File: config.mk
export PLATFORM = sky130hd
export DESIGN_NAME = mp_add_seq
export DESIGN_NICKNAME = d
export VERILOG_FILES = /design/src/rtl/mp_add_seq.sv
export SDC_FILE = /design/constraint.sdc
export NUM_CORES = 1
export LEC_CHECK = 0
export ABC_AREA = 0
export CORE_ASPECT_RATIO = 1.5
export CORE_MARGIN = 3
export CORE_UTILIZATION = 50
export DETAILED_ROUTE_END_ITERATION = 10
export PLACE_DENSITY = 0.83
export SLEW_MARGIN = 20
export SYNTH_ARGS = -nofsm -noshare
export SYNTH_HDL_FRONTEND = slang
export SYNTH_SLANG_ARGS = --single-unit
File: constraint.sdc
create_clock -name clk -period 19.9 [get_ports clk]
set_input_delay 3.98 -clock clk [delete_from_list [all_inputs] [get_ports clk]]
set_output_delay 3.98 -clock clk [all_outputs]
set_load 0.01 [all_outputs]
File: src/rtl/mp_add_seq.sv
// Multi-precision add/subtract sequencer. It drives an external WORD_W-bit
// adder slice one word per clock, least-significant word first. The carry
// is chained between words through a register.
//
// state | meaning
// IDLE  | waiting for operands; in_ready high, adder pins held at 0
// RUN   | one word per cycle through the external adder
// DONE  | result presented; held until the consumer accepts it
module mp_add_seq #(
    parameter int WORD_W    = 32,
    parameter int NUM_WORDS = 4
) (
    input  logic                          clk,
    input  logic                          rst,
    input  logic                          in_valid,
    output logic                          in_ready,
    input  logic [WORD_W*NUM_WORDS-1:0]   in_a,
    input  logic [WORD_W*NUM_WORDS-1:0]   in_b,
    input  logic                          in_cin,
    input  logic                          in_sub,
    output logic [WORD_W-1:0]             add_a,
    output logic [WORD_W-1:0]             add_b,
    output logic                          add_cin,
    input  logic [WORD_W-1:0]             add_s,
    input  logic                          add_cout,
    output logic                          out_valid,
    input  logic                          out_ready,
    output logic [WORD_W*NUM_WORDS-1:0]   out_sum,
    output logic                          out_cout,
    output logic                          out_ovf,
    output logic                          busy
);

    localparam int TW = WORD_W * NUM_WORDS;
    localparam int IW = $clog2(NUM_WORDS);
    localparam logic [IW-1:0] LAST = IW'(NUM_WORDS - 1);

    typedef enum logic [1:0] {
        IDLE = 2'd0,
        RUN  = 2'd1,
        DONE = 2'd2
    } state_t;

    state_t          state_q, state_d;
    logic [IW-1:0]   idx_q, idx_d;
    logic            carry_q, carry_d;
    logic [TW-1:0]   a_q, a_d;
    logic [TW-1:0]   b_q, b_d;       // B already inverted for subtract
    logic [TW-1:0]   sum_q, sum_d;
    logic            cout_q, cout_d;
    logic            ovf_q, ovf_d;

    // State and datapath registers; reset aborts any operation in flight.
    always_ff @(posedge clk or posedge rst) begin
        if (rst) begin
            state_q <= IDLE;
            idx_q   <= '0;
            carry_q <= 1'b0;
            a_q     <= '0;
            b_q     <= '0;
            sum_q   <= '0;
            cout_q  <= 1'b0;
            ovf_q   <= 1'b0;
        end else begin
            state_q <= state_d;
            idx_q   <= idx_d;
            carry_q <= carry_d;
            a_q     <= a_d;
            b_q     <= b_d;
            sum_q   <= sum_d;
            cout_q  <= cout_d;
            ovf_q   <= ovf_d;
        end
    end

    // Next-state logic: accept operands, step through words, hold result.
    always_comb begin
        state_d = state_q;
        idx_d   = idx_q;
        carry_d = carry_q;
        a_d     = a_q;
        b_d     = b_q;
        sum_d   = sum_q;
        cout_d  = cout_q;
        ovf_d   = ovf_q;
        case (state_q)
            IDLE: begin
                if (in_valid) begin
                    a_d     = in_a;
                    b_d     = in_sub ? ~in_b : in_b;
                    carry_d = in_sub ? 1'b1 : in_cin;
                    idx_d   = '0;
                    state_d = RUN;
                end
            end
            RUN: begin
                sum_d[idx_q*WORD_W +: WORD_W] = add_s;
                carry_d = add_cout;
                idx_d   = idx_q + 1'b1;
                if (idx_q == LAST) begin
                    // Overflow: operands share a sign that the result lacks.
                    cout_d  = add_cout;
                    ovf_d   = (a_q[TW-1] == b_q[TW-1]) &&
                              (add_s[WORD_W-1] != a_q[TW-1]);
                    idx_d   = '0;
                    state_d = DONE;
                end
            end
            DONE: begin
                if (out_ready) begin
                    state_d = IDLE;
                end
            end
            default: state_d = IDLE;
        endcase
    end

    // Handshake flags and adder pins; pins are quiet outside RUN.
    always_comb begin
        in_ready  = (state_q == IDLE);
        out_valid = (state_q == DONE);
        busy      = (state_q != IDLE);
        add_a     = '0;
        add_b     = '0;
        add_cin   = 1'b0;
        if (state_q == RUN) begin
            add_a   = a_q[idx_q*WORD_W +: WORD_W];
            add_b   = b_q[idx_q*WORD_W +: WORD_W];
            add_cin = carry_q;
        end
    end

    assign out_sum  = sum_q;
    assign out_cout = cout_q;
    assign out_ovf  = ovf_q;

endmodule

==> impl_metrics.py <==
metrics = {
    "clocking": {
        "cts_tree": "built",
        "clk_latency_ns": 0.53,
        "cts-resized-gates": 0,
        "root_buffer": "clkbuf_16",
        "path_clk_slew_ns": 0.06,
        "clock_path_buffers": 3,
        "cts_hold_buffers": 0,
        "cts_max_level": 2,
        "numCtsBuffers": 37,
        "numClockSinks": 391,
        "postCtsSetupRepairBufs": 0,
    },
    "floorplanning": {
        "die_area_um2": 37840,
        "die_y_um": 236.7,
        "start_util_pct": 51.32,
        "io-pin-count": 493,
        "die_w_um": 159.8,
        "coreArea_um2": 34580,
        "rows": 83,
    },
    "power": {
        "p_per_area_nw_per_um2": 155.7,
        "p_leak_nw": 10.54,
        "irDropWorstVdd_v": 0.00008531,
    },
    "route": {
        "final_antenna_net_count": 0,
        "drc": 0,
        "num_vias": 14165,
        "via_per_inst": 5.353,
        "drtIter0Drc": 861,
        "firstDrtPassIters": 5,
        "wl_per_cell_um": 19.85,
        "routed_wl_mm": 52.52,
    },
    "sta": {
        "rsz0062_at_grt": "false",
        "tightest_slew_ns": 1.040,
        "slew_viol_final": 0,
        "min_period_ns": 7.407,
        "relSlewSlack_pct": 30.63,
        "tns_ns": 0,
        "hold_viol": 0,
        "finalCritPeriodShare_pct": 37.22,
        "finClkSkew_ns": 0.01879,
        "max_freq_ghz": 0.1350,
        "final-setup-viol-count": 0,
    },
    "outcome": {
        "run_status": "complete, no violations",
    },
    "global_routing": {
        "grt_max_degree": 127,
        "grt_antenna_before_repair": 16,
        "grt_pass1_vias": 14943,
        "grtUsageTotal_pct": 27.69,
        "grt_pass1_wl_mm": 82.61,
        "grt-ovfl-total": 0,
    },
    "placement": {
        "dp_hpwl_mm": 37.28,
        "portBuffers": 492,
        "routabilityCongestion": 0.8896,
    },
    "setup_path": {
        "cp_slowest_cell": "dfrtp_4",
        "crit_required_ns": 15.92,
        "crit_path_max_fanout": 37,
        "crit_arrival_ns": 3.43,
        "start_kind": "flop",
        "end_kind": "primary output",
        "crit_family": "buffers and inverters",
        "crit_chain": "buf_4 -> mux4_2 -> and2_1 -> clkdlybuf4s50_1",
        "worstSetupPathType": "reg2out",
        "crit_path_max_incr_delay_ns": 0.87,
        "crit_buf_inv": 2,
    },
    "run": {
        "drv_cap": 0,
    },
    "final_layout": {
        "drive_above_1_share_pct": 7.123,
        "area_growth_pct": 35.03,
        "postLayoutCoreUtil_pct": 69.30,
        "layout_commonest_cell": "nand2_1",
        "final_cell_mix": "645 x nand2_1, 491 x clkdlybuf4s50_1, 389 x dfrtp_1, 128 x xnor2_1, 106 x o21ai_1",
        "nets": 2437,
        "fill_cells": 2549,
    },
    "synth": {
        "ys_warn_count": 0,
        "synth_cells": 1712,
        "synth_area_um2": 17750,
        "syn-num-nets": 2012,
        "ys_ff_latch": 391,
        "ys_types": 33,
        "yosysSeqAreaShare_pct": 55.13,
        "avgSynthCellArea_um2": 10.37,
    },
    "worst_hold_path": {
        "holdCritPathClass": "reg2reg",
    },
}
-- state kept, by name, summed over array words and instances (netlist names) --
register,flops
a_q,128
b_q,128
out_sum,128
idx_q,2
state_q,2
carry_q,1
out_cout,1
out_ovf,1
-- power by group --
| part | switching (mW) | leakage [nW] | internal [mW] |
|---|---|---|---|
| registers | 0.248 | 5.01 | 1.16 |
| clock network | 0.303 | 0.591 | 0.407 |
| logic | 0.779 | 4.93 | 0.838 |
-- cells by family after synthesis --
logic type / Yosys count / synth area share, %
fa+ha+maj: 5 / 0.3525
compound gates: 263 / 8.799
xor+xnor: 128 / 6.317
flops: 391 / 55.13
mux: 65 / 8.185
simple gates: 729 / 16.84
buf+inv: 131 / 4.378
-- layout make-up --
type	instances	area (um2)	area share, %
Clock inverter	9	108.9	0.4542
Inverter	5	26.28	0.1096
Tap cell	467	584.3	2.438
Timing Repair Buffer	512	5084	21.21
Sequential cell	391	9792	40.86
Multi-Input combinational cell	1190	7233	30.18
Antenna cell	17	42.54	0.1775
Clock buffer	55	1094	4.563
-- stage by stage --
step	cells	hold WS (ns)	setup slack [ns]	total power, mW	area, um2
global route	2643	0.4882	12.27	3.964	23960
detailed placement	2565	0.4577	12.86	3.033	22710
floorplan	1712	0.4396	5.051	2.299	17750
finish	2646	0.4723	12.49	3.730	23960
global placement	2565	0.4521	12.94	2.967	22710
CTS	2629	0.4733	12.39	3.758	23910
-- per-layer routing --
metal	routed length (um)	part of all wire [%]	global-route usage (%)
met5	20	0.038	0
met4	2680	5.1	14.55
met3	4171	7.9	6.755
met2	26810	51	47.92
met1	18830	36	31.84
-- worst paths after layout --
kind | slack, ns | startpoint | depth (start not counted) | end
setup / recovery | 12.49 | idx_q[0] | 4 | add_b[25]
hold / removal | 0.47 | a_q[85] | 2 | a_q[85]
setup reg to reg | 16.02 | idx_q[0] | 6 | out_sum[107]
hold reg to reg | 0.47 | a_q[85] | 2 | a_q[85]
max in group asynchronous | 13.53 | rst | 4 | idx_q[1]
min in group asynchronous | 3.92 | rst | 2 | out_sum[120]
-- worst register-to-register path, delay by kind of cell (launching register included) --
family / cells / cell delay (ns)
AO/OA/AOI/OAI: 1 / 0.22
adder cells (fa/ha/maj): 1 / 0.33
buffers and inverters: 2 / 1.18
flip-flops: 1 / 0.87
AND/OR/NAND/NOR: 2 / 1.20
-- cells in the mapped netlist (all sizes together) --
library cell	n	share of area, %
buf	77	3.2
xnor2	128	6.3
nand2b	2	0.070
or3b	1	0.049
nand3b	3	0.15
dfrtp	391	55
nor2b	1	0.035
o21ai	196	5.5
a21oi	1	0.028
nor4bb	1	0.056
nand3	3	0.085
nor2	2	0.042
nor4b	2	0.22
inv	5	0.11
mux2	1	0.063
nor3b	1	0.042
ha	5	0.35
o31ai	2	0.085
clkbuf	49	1.0
and3b	1	0.049
mux4	64	8.1
nand2	645	14
nor4	1	0.070
and2	65	2.3
or2	1	0.035
a22o	64	3.2
Power figures use the tool's default switching activity.
